[src/rtl/rca_serial_adder.sv]
// Multi-cycle ripple-carry adder: one CHUNK-bit ripple slice is reused each cycle.
// The inter-chunk carry is held in a register. Start/busy/done handshake.

module rca_fa (
    input  logic x,
    input  logic y,
    input  logic cin,
    output logic sum,
    output logic cout
);
    assign sum  = x ^ y ^ cin;
    assign cout = (x & y) | (cin & (x ^ y));
endmodule

module rca_serial_adder #(
    parameter int WIDTH = 16,
    parameter int CHUNK = 4
) (
    input  logic             clk,
    input  logic             reset,
    input  logic             start,
    input  logic [WIDTH-1:0] a,
    input  logic [WIDTH-1:0] b,
    input  logic             ci,
    output logic             busy,
    output logic             done,
    output logic [WIDTH-1:0] s,
    output logic             co,
    output logic             ovf
);
    localparam int NCHK = WIDTH / CHUNK;
    localparam int KW   = (NCHK > 1) ? $clog2(NCHK) : 1;

    typedef enum logic {IDLE, BUSY} state_t;

    state_t           state, state_nxt;
    logic [WIDTH-1:0] a_sh, b_sh, acc, acc_nxt;
    logic             carry;
    logic [KW-1:0]    k;
    logic [CHUNK-1:0] slice_sum;
    logic [CHUNK:0]   cy;
    logic             accept, last, ovf_nxt;

    // Operands shift right each cycle, so the active chunk is always the low CHUNK bits.
    assign cy[0] = carry;
    for (genvar i = 0; i < CHUNK; i++) begin : g_slice
        rca_fa u_fa (
            .x   (a_sh[i]),
            .y   (b_sh[i]),
            .cin (cy[i]),
            .sum (slice_sum[i]),
            .cout(cy[i+1])
        );
    end

    always_ff @(posedge clk) begin
        if (reset) state <= IDLE;
        else       state <= state_nxt;
    end

    always_comb begin
        state_nxt = state;
        accept    = 1'b0;
        last      = 1'b0;
        case (state)
            IDLE: if (start) begin
                accept    = 1'b1;
                state_nxt = BUSY;
            end
            BUSY: if (k == KW'(NCHK - 1)) begin
                last      = 1'b1;
                state_nxt = IDLE;
            end
            default: state_nxt = IDLE;
        endcase
    end

    always_comb begin
        acc_nxt = acc;
        acc_nxt[int'(k) * CHUNK +: CHUNK] = slice_sum;
    end

    // On the final chunk the low bits of the shifted operands hold the original MSBs.
    assign ovf_nxt = (a_sh[CHUNK-1] == b_sh[CHUNK-1]) && (slice_sum[CHUNK-1] != a_sh[CHUNK-1]);

    always_ff @(posedge clk) begin
        if (reset) begin
            a_sh  <= '0;
            b_sh  <= '0;
            acc   <= '0;
            carry <= 1'b0;
            k     <= '0;
            done  <= 1'b0;
            s     <= '0;
            co    <= 1'b0;
            ovf   <= 1'b0;
        end else begin
            done <= last;
            if (accept) begin
                a_sh  <= a;
                b_sh  <= b;
                carry <= ci;
                k     <= '0;
                acc   <= '0;
            end else if (state == BUSY) begin
                a_sh  <= a_sh >> CHUNK;
                b_sh  <= b_sh >> CHUNK;
                carry <= cy[CHUNK];
                k     <= k + KW'(1);
                acc   <= acc_nxt;
                if (last) begin
                    s   <= acc_nxt;
                    co  <= cy[CHUNK];
                    ovf <= ovf_nxt;
                end
            end
        end
    end

    assign busy = (state == BUSY);
endmodule
[config.mk]
export PLATFORM = sky130hd
export DESIGN_NAME = rca_serial_adder
export DESIGN_NICKNAME = d
export VERILOG_FILES = /design/src/rtl/rca_serial_adder.sv
export SDC_FILE = /design/constraint.sdc
export NUM_CORES = 1
export LEC_CHECK = 0
export BUFFER_PORTS_ARGS = -buffer_cell sky130_fd_sc_hd__buf_2
export CAP_MARGIN = 10
export CORE_ASPECT_RATIO = 1.75
export CORE_MARGIN = 5
export CORE_UTILIZATION = 59
export CTS_CLUSTER_SIZE = 12
export DETAILED_ROUTE_END_ITERATION = 12
export PLACE_DENSITY = 0.84
export REMOVE_ABC_BUFFERS = 1
export SLEW_MARGIN = 30
export SYNTH_ARGS = -nofsm -noshare
export SYNTH_HDL_FRONTEND = slang
export SYNTH_SLANG_ARGS = --single-unit
[constraint.sdc]
create_clock -name clk -period 6.6 [get_ports clk]
set_input_delay 1.32 -clock clk [delete_from_list [all_inputs] [get_ports clk]]
set_output_delay 1.32 -clock clk [all_outputs]
set_load 0.02 [all_outputs]
* Yosys cells after proc, flatten, opt, wreduce, memory -nomap -nowiden
Index checks and enable logic that the tools add are counted.
** Operators by class
- Add/subtract/negate cells :: 2
- $mul :: 0
- Divide/modulo/power cells :: 0
- Order comparisons :: 0
- Eq/ne operators :: 3
- Shift-type cells :: 2
- Muxes and demuxes :: 13
- Bitwise operators :: 22
- Reductions and logical operators :: 4
** Operators by type and width (number)
- 2-to-1 mux 16 bit :: 4
- negator 4 -> 33 bit :: 1
- variable shift 4 x 33 -> 16 bit (first input constant) :: 1
- variable part select 4 x 33 -> 16 bit :: 1
- bitwise mux 16 bit :: 1
- AND 1 bit :: 8
- XOR 1 bit :: 8
- 2-to-1 mux 1 bit :: 7
- bitwise OR 1 bit :: 4
- AND reduction 3 bit :: 1
- adder 2 x 1 -> 2 bit (second input constant) :: 1
- equality test 2 bit (second input constant) :: 1
- inverter 1 bit :: 2
- case mux 1 bit (2 select lines) :: 1
- nonzero test 2 bit :: 1
- OR reduction 2 bit :: 1
- equality test 1 bit :: 1
- logical AND 1 bit :: 1
- != test 1 bit :: 1
** Storage, ports and cells
- Register bits after elaboration :: 71
- Latch bits :: 0
- Bits in writable memories :: 0
- ROM bits :: 0
- Bits of input ports :: 36
- Logic and storage cells :: 56
- Memories kept :: 0

* Longest topological paths before layout
Gate-level depths: netlist of run 1.
- Depth in word-level cells :: 11
- Gate-level depth with buffers :: 12
- Gate-level depth less buffers :: 11

* Hierarchy
A second synthesis of run 1 with hierarchy kept.
** Unflattened totals
- Cells, all modules :: 309
- Area total of the unflattened synthesis :: 3085.5 µm²
** Modules (own cells, without submodules)
- rca_serial_adder :: instances 1, cells each 305, area an instance 3005.4 µm², seq. area each 1341.3 µm²
- rca_fa :: instances 4, cells each 1, area an instance 20.0 µm², seq. area each 0.0 µm²

* Worst setup path before layout of run 1
No wires, ideal clock.
- Path type :: flip-flop to flip-flop
- Start point :: register carry
- End point :: register ovf
- Library setup time :: 0.071 ns
- Data arrival time :: 2.501 ns
- Setup slack :: 4.028 ns
- Cell stages (with the launch flop) :: 13
- Path buffers :: 1
- Cells stage by stage :: dfxtp_1 inv_1 fa_1 inv_1 fa_1 inv_1 fa_1 inv_1 fa_1 buf_4 xnor2_1 or3_1 a21oi_1
** On the way
- Longest elaborated chain between the ends :: 9
** RTL lines
- from (decl) :: line 38 : logic carry;
- from (signal assigned) :: line 102 : carry <= ci;
- from (signal assigned) :: line 108 : carry <= cy[CHUNK];
- AND 1 bit :: line 12 : assign cout = (x & y) | (cin & (x ^ y));
- bitwise OR 1 bit :: line 12
- AND 1 bit :: line 12
- bitwise OR 1 bit :: line 12
- AND 1 bit :: line 12
- bitwise OR 1 bit :: line 12
- XOR 1 bit :: line 11 : assign sum = x ^ y ^ cin;
- != test 1 bit :: line 84 : assign ovf_nxt = (a_sh[CHUNK-1] == b_sh[CHUNK-1]) && (slice_sum[CHUNK-1] != a_sh[CHUNK-1]);
- logical AND 1 bit :: line 84
- to (signal assigned) :: line 114 : ovf <= ovf_nxt;
- to (decl) :: line 29 : output logic ovf
No other way between the ends.
A chain may end at the register's enable or synchronous reset.

* Worst setup path in the final report of run 1
Ends and elaborated chain as after synthesis.

==> metrics.yaml, run 1 <==
cts_tree: "done"
portBuffers: 55
timing.setup.tns_ns: 0
synth_area_um2: 3082
synthSimpleGateAreaFrac_pct: 14.54
drv_slew: 0
max_freq_mhz: 359.4
fp-row-count: 34
gr-total-overflow: 0
clock_sinks: 67
synth_area_leaders: "dfxtp_1 44%, mux2i_1 11%, mux2_1 9.1%"
end_kind: "register"
hold_viol: 0
grt_usage_pct: 19.76
wl_per_cell_um: 14.81
n_antenna_cell: 0
crit_buf_inv: 4
synth_compound_area_share_pct: 9.338
pin_count: 56
grt_pass1_wl_mm: 10.47
synthAdderAreaFrac_pct: 5.035
criticalPathCategory: "reg -> reg"
fillers: 413
rsz0062_at_grt: "false"
period_share_pct: 42.16
start_util_pct: 61.39
startpoint_type: "register"
ys_ff_latch: 67
yosys_warnings: 0
yosys.area.top_type: "dfxtp_1"
hold_start: "ovf$_SDFFE_PP0P_"
crit_slowest_cell: "fa_1"
grt_pass1_vias: 2405
area_growth_pct: 12.26
max-slew-margin-rel_pct: 46.19
yosysUniqueCellTypes: 31
critPathRequiredTime_ns: 6.87
fin_hold_ws_ns: 0.4530
hold_class: "reg -> reg"
antenna_found_initial: 0
synth_cells: 307
power.density_nw_per_um2: 240.9
crit_path_start: "carry$_SDFFE_PP0P_"
num_vias: 2302
cts_hold_repair.buffers: 0
ctsHtreeMaxLevel: 3
cts-buffers-inserted: 9
drive_above_1_share_pct: 22.75
worst_slew_pin_slew_ns: 0.8071
leakagePower_nw: 1.538
final.min_clock_period_ns: 2.782
maxCapViolCount: 0
max_stage_delay_ns: 0.56
reg2reg_from: "carry$_SDFFE_PP0P_"
core_um2: 5020
peakVddDrop_mv: 0.2130
ctsResizeCount: 0
clkTransAtPathRegs_ns: 0.07
setup_viol: 0
antenna_left: 0
hpwl_mm: 4.308
crit_family: "adder cells"
grt_max_degree: 48
synth_seq_area_share_pct: 43.52
die_h_um: 105.6
die-area_um2: 6825
drc: 0
drtIter0Drc: 65
critPathMaxFanout: 8
syn_avg_cell_area_um2: 10.04
postCtsSetupRepairBufs: 0
clock_latency_ns: 0.34
gp_congestion: 0.7854
clockBufferDepth: 2
avgViaCountPerCell: 5.615
layout.nets: 397
synth_top_family_by_area: "multiplexers"
cp_cell_sequence: "inv_1 > fa_1 > inv_1 > fa_1 > inv_1 > fa_1 > inv_1 > fa_1 > xnor2_1 > or3_1 > a21oi_1"
dr.pass1.iters: 4
finClkSkew_ns: 0.004953
chipWidth_um: 64.63
crit_arrival_ns: 3.06
synth_top_area_share_pct: 43.52
status: "finished, final reports clean"
clock-root-buffer: "clkbuf_8"
routed_wl_mm: 6.074
synth.mux.area_fraction_pct: 20.18
synth_xor_area_share_pct: 0.5684
[path summary, 6_finish.rpt]
check        slack [ns]  cells after the start                to
min reg2reg        0.45                      2  ovf$_SDFFE_PP0P_
max reg2reg        3.82                     11  ovf$_SDFFE_PP0P_
min                0.45                      2  ovf$_SDFFE_PP0P_
max                3.82                     11  ovf$_SDFFE_PP0P_
[flip-flops by register name (all words and copies together), names as in the netlist]
name	flops
acc	12
busy	1
b_sh	16
co	1
done	1
k	2
a_sh	16
carry	1
s	16
ovf	1
[logic make-up (layout without fill, tap and decap cells)]
family,count (synthesis),in the layout
xor gates and xnor gates,2,2
DFF,67,67
adders and majority gates,10,10
muxes,59,59
AOI/OAI and AO/OA,31,31
and+or+nand+nor,99,99
buffers and inverters,39,88
[worst reg2reg max path: stages, from the launching register on]
cell and delay (ns):
dfxtp_1 0.33, inv_1 0.06, fa_1 0.41, inv_1 0.08
fa_1 0.17, inv_1 0.05, fa_1 0.35, inv_1 0.07
fa_1 0.56, xnor2_1 0.19, or3_1 0.31, a21oi_1 0.13
[cells in the final DEF (no fill, tap or decap), drive strengths merged]
cell type | Yosys | routed
a21oi | 7 | 7
a221oi | 12 | 12
a22oi | 6 | 6
a32oi | 6 | 6
and2 | 1 | 1
and2b | 1 | 1
and4b | 1 | 1
and4bb | 2 | 2
buf | 22 | 57
clkbuf | 2 | 14
clkinv | 0 | 2
dfxtp | 67 | 67
fa | 4 | 4
ha | 6 | 6
inv | 15 | 15
mux2 | 25 | 25
mux2i | 34 | 34
nand2 | 11 | 11
nand2b | 3 | 3
nand3 | 4 | 4
nor2 | 60 | 60
nor2b | 1 | 1
nor3 | 12 | 12
nor3b | 1 | 1
or2 | 1 | 1
or3 | 1 | 1
xnor2 | 2 | 2
[layer usage]
layer	up-vias	GRT usage [%]	part of all wire [%]
li1	1141	-	-
met3	13	6.177	5.4
met4	0	11.20	3.0
met5	-	0	0
met1	1082	20.07	37
met2	66	34.91	55
[area by class of cell]
type | instances | area (µm²) | area share (%)
Sequential cell | 67 | 1343 | 38.81
Inverter | 15 | 56.30 | 1.627
Clock inverter | 2 | 10.01 | 0.2893
Clock buffer | 14 | 162.7 | 4.702
Multi-Input combinational cell | 201 | 1530 | 44.23
Tap cell | 54 | 67.56 | 1.953
Timing Repair Buffer | 57 | 290.3 | 8.391
[synth_stat cells (all sizes together)]
| cell | n |
|---|---|
| inv | 15 |
| nand2 | 11 |
| nor2 | 60 |
| and2 | 1 |
| mux2i | 34 |
| nand3 | 4 |
| ha | 6 |
| and4b | 1 |
| nor3 | 12 |
| and2b | 1 |
| nand2b | 3 |
| clkbuf | 2 |
| or2 | 1 |
| a221oi | 12 |
| xnor2 | 2 |
| fa | 4 |
| a21oi | 7 |
| dfxtp | 67 |
| buf | 22 |
| nor2b | 1 |
| mux2 | 25 |
| a22oi | 6 |
| and4bb | 2 |
| or3 | 1 |
| a32oi | 6 |
| nor3b | 1 |
[per-stage QoR]
step	setup slack (ns)	std cells	util, %	total power [mW]	instance area, µm²
after floorplan	3.814	283	-	0.5068	2928
after global placement	3.870	394	65.48	0.5388	3287
after detailed placement	3.799	394	65.48	0.5446	3287
after CTS	3.795	410	68.92	0.8432	3460
after global routing	3.613	410	68.92	0.8790	3460
final	3.818	410	68.92	0.8333	3460
[where the power goes]
part / switching [mW] / internal, mW / leakage [nW]
Sequential: 0.00933 / 0.420 / 0.546
Clock: 0.142 / 0.156 / 0.0905
Combinational: 0.0616 / 0.0448 / 0.902
Total: 0.213 / 0.621 / 1.54
(Power assumes the default switching activity.)
==> run 2, diff against run 1 <==
Settings changed: ABC_AREA set to 1, CORE_UTILIZATION 59 to 50, PLACE_DENSITY 0.84 to 0.76.
Clock period 6.6 ns to 2.4 ns, I/O delays scaled along.
==> run 2 against run 1 <==
Compared with the run above:
- via count increased by 25%
- sequential share of layout area decreased by 2.2 points
- design area up 6.1%
- fmax rose by 17%
- non-clock buffer count grew 7
- hold slack lost 0.076 ns
- first-iteration DRC count is 150% higher
- final cell count grew 49%
- critical path depth increased by 3
- critical path type unchanged
- largest power group unchanged
- highest routed layer unchanged
==> metrics.yaml, run 2 <==
worst-path-stages: 14  # was 11
antenna_found_initial: 0  # unchanged
die_h_um: 114.7  # was 105.6 µm
final_common_cell: "nand2_1"  # was dfxtp_1
wl_met3_um: 315  # was 325 µm
fp-row-count: 38  # was 34
drc: 0  # unchanged
die-area_um2: 8006  # was 6825 µm²
clockBufferDepth: 2  # unchanged
num_vias: 2878  # was 2,302
worst_slew_pin_slew_ns: 0.7307  # was 0.8071 ns
wl_met1_mm: 2.783  # was 2.245 mm
finalPower_mw: 2.317  # was 833.3 µW
end_kind: "register"  # unchanged
crit_slowest_cell: "fa_2"  # was fa_1
yosysUniqueCellTypes: 21  # was 31
crit_family: "adder cells"  # unchanged
period_share_pct: 98.75  # was 42.16%
synth_commonest_cells: "204 x nand2_1, 67 x dfxtp_1, 59 x inv_1"  # was 67 x dfxtp_1, 60 x nor2_1, 34 x mux2i_1
routed-wl-met2_mm: 3.497  # was 3.320 mm
startpoint_type: "register"  # unchanged
synth_area_um2: 3131  # was 3082 µm²
max_stage_delay_ns: 0.47  # was 0.56 ns
antenna_left: 0  # unchanged
synth_edf_count: 0  # unchanged
critPathRequiredTime_ns: 2.64  # was 6.87 ns
grt_usage_pct: 18.16  # was 19.76%
portBuffers: 55  # unchanged
synth_top_area_share_pct: 42.85  # was 43.52%
start_util_pct: 51.04  # was 61.39%
routed.top_layer: "met4"  # unchanged
cts-buffers-inserted: 9  # unchanged
switching_share_pct: 26.88  # was 25.52%
clkPwrFrac_pct: 36.2  # was 35.7%
drv_slew: 0  # unchanged
fin_cells: 611  # was 410
top_regs: "a_sh (16), b_sh (16), s (16)"  # unchanged
crit_top_cell: "inv_2"
hold_class: "in -> reg"  # was reg -> reg
drtIter0Drc: 160  # was 65
seqPwrFrac_pct: 51.4  # was 51.5%
pin_count: 56  # unchanged
cts_tree: "done"  # unchanged
clock_latency_ns: 0.34  # about the same
leakagePower_nw: 2.028  # was 1.538 nW
routed_wl_mm: 6.715  # was 6.074 mm
dp.cells: 594  # was 394
cp_cell_sequence: "inv_2 > fa_2 > inv_2 > fa_2 > inv_2 > fa_2 > inv_2 > fa_2 > inv_2 > nor2_2 > nand3_1 > nand3_1 > nand2_1 > inv_1"  # was inv_1 > fa_1 > inv_1 > fa_1 > inv_1 > fa_1 > inv_1 > fa_1 > xnor2_1 > or3_1 > a21oi_1
avgViaCountPerCell: 4.710  # was 5.615
yosys_warnings: 0  # unchanged
final_cell_mix: "204 x nand2_1, 64 x dfxtp_1, 55 x buf_2"  # was 66 x dfxtp_1, 60 x nor2_1, 55 x buf_2
synth_area_leaders: "dfxtp_1 43%, nand2_1 24%, nand3_1 7.8%"  # was dfxtp_1 44%, mux2i_1 11%, mux2_1 9.1%
final.min_clock_period_ns: 2.370  # was 2.782 ns
maxCapViolCount: 0  # unchanged
n_antenna_cell: 0  # unchanged
rsz0062_at_grt: "true"  # was false
p_int_mw: 1.694  # was 620.7 µW
post-synth-top-count-cell: "nand2_1"  # was dfxtp_1
ctsHtreeMaxLevel: 3  # unchanged
core_um2: 6133  # was 5020 µm²
hpwl_mm: 4.902  # was 4.308 mm
synth_seq_area_share_pct: 42.85  # was 43.52%
grt_pass1_vias: 2752  # was 2,405
grt_pass1_wl_mm: 11.75  # was 10.47 mm
async_flop_share_pct: 0  # unchanged
crit_arrival_ns: 2.61  # was 3.06 ns
criticalPathCategory: "reg -> reg"  # unchanged
layout.nets: 572  # was 397
ff2ff_path_depth: 14  # was 11
clock_sinks: 67  # unchanged
crit_buf_inv: 6  # was 4
hold_viol: 0  # unchanged
finClkSkew_ns: 0.007211  # was 0.004953 ns
gp_congestion: 0.8799  # was 0.7854
yosys.area.top_type: "dfxtp_1"  # unchanged
status: "finished, final reports clean"  # unchanged
utilization_pct: 59.87  # was 68.92%
chipWidth_um: 69.82  # was 64.63 µm
p_switching_uw: 622.9  # was 212.6 µW
power.density_nw_per_um2: 631.0  # was 240.9 nW/µm²
wl_per_cell_um: 10.99  # was 14.81 µm
peakVddDrop_mv: 0.4626  # was 0.2130 mV
p_comb_share_pct: 12.4  # was 12.8%
max-slew-margin-rel_pct: 51.17  # was 46.19%
max_freq_mhz: 421.9  # was 359.4 MHz
clock-root-buffer: "clkbuf_8"  # unchanged
dr.pass1.iters: 4  # unchanged
critPathMaxFanout: 4  # was 8
clkTransAtPathRegs_ns: 0.07  # about the same
area_growth_pct: 17.31  # was 12.26%
synth_flop_cell: "dfxtp_1"  # unchanged
gr-total-overflow: 0  # unchanged
setup_viol: 0  # unchanged
drive_above_1_share_pct: 19.21  # was 22.75%
timing.setup.tns_ns: 0  # unchanged
synth_cells: 471  # was 307
ys_ff_latch: 67  # unchanged
holdPathStages: 3  # was 2
syn_avg_cell_area_um2: 6.647  # was 10.04 µm²
grt_max_degree: 35  # was 48
## run 2: final timing paths
kind | slack [ns] | endpoint | start
setup / recovery | 0.03 | acc[7]$_SDFFE_PP0P_ | carry$_SDFFE_PP0P_
hold / removal | 0.38 | b_sh[15]$_SDFFE_PP0P_ | b[15]
setup reg to reg | 0.03 | acc[7]$_SDFFE_PP0P_ | carry$_SDFFE_PP0P_
hold reg to reg | 0.45 | s[1]$_SDFFE_PP0P_ | s[1]$_SDFFE_PP0P_
## run 2: what timing repair did
item | 4_1_cts | 5_1_grt
hold buffers | 0 | 0
setup endpoints to repair | 6 | 8
setup buffers | 1 | 0
pin swaps | 1 | 3
resized for setup | 5 | 10
## run 2: per-layer routing
metal / vias to the layer above / global-route usage, %
met5: - / 0
met2: 58 / 33.48
met1: 1280 / 19.53
met4: 0 / 8.440
li1: 1528 / -
met3: 12 / 3.779
## run 2: area by class of cell
cell class | count | area [µm²]
fill | 576 | 2461
multi-input combinational | 323 | 1473
sequential | 67 | 1345
timing repair buffer | 64 | 346.6
inverter | 61 | 229.0
clock buffer | 11 | 151.4
tap | 80 | 100.1
clock inverter | 5 | 27.53
## run 2: worst min-delay path: stages
cell and delay, ns:
buf_2 0.09, nand2_1 0.05, a21oi_1 0.05
## run 2: cell families after synthesis
kind of cell / share of synthesized area [%]
adder cells (fa/ha/maj): 4.956
buffers and inverters: 10.79
AND/OR/NAND/NOR: 38.21
AO/OA/AOI/OAI: 3.198
flip-flops: 42.85
## run 2: metrics by stage
stage          worst slack [ns]  hold slack (ns)  area (µm²)
4_1_cts                0.001981           0.3655        3655
3_5_place_dp           -0.08598           0.4336        3458
2_1_floorplan           0.01499           0.4393        3022
3_3_place_gp           -0.01434           0.4330        3458
5_1_grt                 -0.1020           0.3798        3672
6_report                0.02991           0.3772        3672
## run 2: power groups by stage
stage / combinational (mW) / sequential [mW] / clock, mW
2_1_floorplan: 0.175 / 1.22 / 0
3_3_place_gp: 0.268 / 1.21 / 0
3_5_place_dp: 0.278 / 1.21 / 0
4_1_cts: 0.284 / 1.19 / 0.858
5_1_grt: 0.335 / 1.20 / 0.905
6_report: 0.288 / 1.19 / 0.839
==> run 3, diff against run 2 <==
--- a/config.mk
+++ b/config.mk
@@ -8,5 +8,4 @@
 export ABC_AREA = 1
-export BUFFER_PORTS_ARGS = -buffer_cell sky130_fd_sc_hd__buf_2
+export BUFFER_PORTS_ARGS = -buffer_cell sky130_fd_sc_hd__buf_4
 export CAP_MARGIN = 10
-export CORE_ASPECT_RATIO = 1.75
 export CORE_MARGIN = 5
==> constraint.sdc (replaced) <==
create_clock -name clk -period 2.4 [get_ports clk]
set_input_delay 0.24 -clock clk [delete_from_list [all_inputs] [get_ports clk]]
set_output_delay 0.24 -clock clk [all_outputs]
set_load 0.02 [all_outputs]
==> run 3 against run 2 <==
Compared with the run above:
- clock power about the same
- largest power group unchanged
- critical path depth down 2
- fmax about the same
- clock skew about the same
- count of clock-buffer cells in the layout up 1
- design area up 4.0%
- largest cell class unchanged
- sequential power about the same
- final cell count down 0.98%
- global-route usage down 0.29 points
- via count about the same
- flip-flop and latch count unchanged
==> metrics.yaml, run 3 (synthesis gave the netlist of run 2 again) <==
status: "finished, final reports clean"  # unchanged
hold_path_end: "b_sh[15]$_SDFFE_PP0P_"  # unchanged
start_util_pct: 52.26  # was 51.04%
routed_wl_mm: 6.615  # was 6.715 mm
startpoint_type: "register"  # unchanged
clockBufferDepth: 2  # unchanged
final_common_cell: "nand2_1"  # unchanged
worst_slew_pin_slew_ns: 0.6381  # was 0.7307 ns
final_cell_mix: "202 x nand2_1, 64 x dfxtp_1, 63 x buf_4"  # was 204 x nand2_1, 64 x dfxtp_1, 55 x buf_2
dr.pass1.iters: 5  # was 4
placed_area_um2: 3575  # was 3458 µm²
criticalPathCategory: "reg -> reg"  # unchanged
gr-total-overflow: 0  # unchanged
peakVddDrop_mv: 0.3759  # was 0.4626 mV
antenna_found_initial: 0  # unchanged
cts_tree: "done"  # unchanged
drive_above_1_share_pct: 20.00  # was 19.21%
use_met1_pct: 20.95  # was 19.53%
fin_hold_ws_ns: 0.1546  # was 0.3772 ns
wl_per_cell_um: 10.93  # was 10.99 µm
avgViaCountPerCell: 4.755  # was 4.710
critPathMaxFanout: 4  # unchanged
r2r-end: "ovf$_SDFFE_PP0P_"  # was acc[7]$_SDFFE_PP0P_
final_area_um2: 3819  # was 3672 µm²
maxCapViolCount: 0  # unchanged
grt_usage_pct: 17.87  # was 18.16%
drc: 0  # unchanged
n_antenna_cell: 0  # unchanged
area_growth_pct: 21.98  # was 17.31%
period_share_pct: 98.80  # was 98.75%
ctsHtreeMaxLevel: 3  # unchanged
holdPathStages: 3  # unchanged
cts-buffers-inserted: 9  # unchanged
crit_path_start: "carry$_SDFFE_PP0P_"  # unchanged
clkTransAtPathRegs_ns: 0.07  # about the same
portBuffers: 55  # unchanged
clock_sinks: 67  # unchanged
power.density_nw_per_um2: 611.3  # was 631.0 nW/µm²
top_usage_layer: "met2"  # unchanged
cp_cell_sequence: "inv_2 > fa_2 > inv_2 > fa_2 > inv_2 > fa_2 > inv_2 > fa_2 > buf_4 > a21oi_2 > o211ai_1 > nand2_1"  # was inv_2 > fa_2 > inv_2 > fa_2 > inv_2 > fa_2 > inv_2 > fa_2 > inv_2 > nor2_2 > nand3_1 > nand3_1 > nand2_1 > inv_1
max_stage_delay_ns: 0.46  # was 0.47 ns
seq_area_um2: 1345  # unchanged
grt_max_degree: 36  # was 35
max-slew-margin-rel_pct: 57.46  # was 51.17%
layout.nets: 571  # was 572
setup_viol: 0  # unchanged
hold_start: "b[15]"  # unchanged
drtIter0Drc: 147  # was 160
pin_count: 56  # unchanged
cts_hold_repair.buffers: 0  # unchanged
clock-root-buffer: "clkbuf_8"  # unchanged
hpwl_mm: 4.603  # was 4.902 mm
rsz0062_at_grt: "true"  # unchanged
regToRegSetupSlack_ns: 0.03  # about the same
core_um2: 5991  # was 6133 µm²
clock_latency_ns: 0.33  # was 0.34 ns
antenna_left: 0  # unchanged
end_kind: "register"  # unchanged
crit_slowest_cell: "fa_2"  # unchanged
grt_pass1_vias: 2669  # was 2,752
chipWidth_um: 89.13  # was 69.82 µm
reg2reg_from: "carry$_SDFFE_PP0P_"  # unchanged
fp-row-count: 28  # was 38
hold_viol: 0  # unchanged
drv_slew: 0  # unchanged
ff2ff_path_depth: 12  # was 14
die-area_um2: 7943  # was 8006 µm²
gp_congestion: 0.8106  # was 0.8799
grt_pass1_wl_mm: 11.23  # was 11.75 mm
grt_util_met3_pct: 3.502  # was 3.779%
gr-usage-met2_pct: 31.55  # was 33.48%
final.min_clock_period_ns: 2.371  # was 2.370 ns
hold_class: "in -> reg"  # unchanged
finClkSkew_ns: 0.007012  # was 0.007211 ns
dp.cells: 587  # was 594
die_h_um: 89.13  # was 114.7 µm
top_regs: "a_sh (16), b_sh (16), s (16)"  # unchanged
critPathRequiredTime_ns: 2.68  # was 2.64 ns
leakagePower_nw: 2.048  # was 2.028 nW
multi_input_area_um2: 1498  # was 1473 µm²
max_freq_mhz: 421.7  # was 421.9 MHz
fillers: 549  # was 576
fin_cells: 605  # was 611
crit_arrival_ns: 2.65  # was 2.61 ns
num_vias: 2877  # was 2,878
[run 3: cell count changes in the layout (fill, tap and decap cells not counted), sizes merged]
cell      change
clkinvlp      +1
clkinv        -2
buf           -1
clkbuf        +1
[run 3: worst max-delay path by stage]
stage,cells past startpoint,endpoint,slack [ns]
after floorplan,14,acc[7]$_SDFFE_PP0P_,0.01
after global placement,14,acc[7]$_SDFFE_PP0P_,-0.03
after detailed placement,14,acc[11]$_SDFFE_PP0P_,-0.11
after CTS,14,acc[7]$_SDFFE_PP0P_,0.02
after global routing,14,s[7]$_SDFFE_PP0P_,-0.07
final,12,ovf$_SDFFE_PP0P_,0.03
[run 3: final cells by class]
type                            count  area share, %
Sequential cell                    67          35.22
Multi-Input combinational cell    323          39.22
Timing Repair Buffer               63          12.39
Clock inverter                      4         0.6553
Inverter                           61          5.996
Tap cell                           75          2.457
Clock buffer                       12          4.063
[run 3: critical path, delay by kind of cell (launching register included)]
family / cells / cell delay, ns
adder cells (fa/ha/maj): 4 / 1.33
buffers and inverters: 5 / 0.36
flip-flops: 1 / 0.34
AO/OA/AOI/OAI: 2 / 0.22
AND/OR/NAND/NOR: 1 / 0.07
[run 3: what timing repair did]
action / 4_1_cts / 5_1_grt
hold endpoints to repair: 0 / 0
buffers inserted: 2 / 0
pin swaps: 3 / 2
resized for setup: 10 / 11
endpoints found under the setup margin: 4 / 6
[run 3: stage by stage]
step                      setup slack [ns]  util (%)   TNS, ns  total power, mW
after floorplan                    0.01499         -         0            1.393
after global placement            -0.02554     59.67  -0.04920            1.494
after detailed placement           -0.1073     59.67   -0.3845            1.502
after CTS                          0.01772     63.30         0            2.351
after global routing              -0.07261     63.74   -0.3150            2.452
final                              0.02869     63.74         0            2.334
[run 3: layer usage]
| metal | part of all wire, % | up-vias |
|---|---|---|
| met2 | 49 | 67 |
| met1 | 43 | 1277 |
| met5 | 0 | - |
| met3 | 5.8 | 8 |
| li1 | - | 1525 |
| met4 | 1.6 | 0 |
[run 3: power by group]
part           switching (mW)  leakage (nW)  internal (mW)
logic                   0.172          1.41          0.128
registers              0.0352         0.547           1.16
clock network           0.414        0.0884          0.428
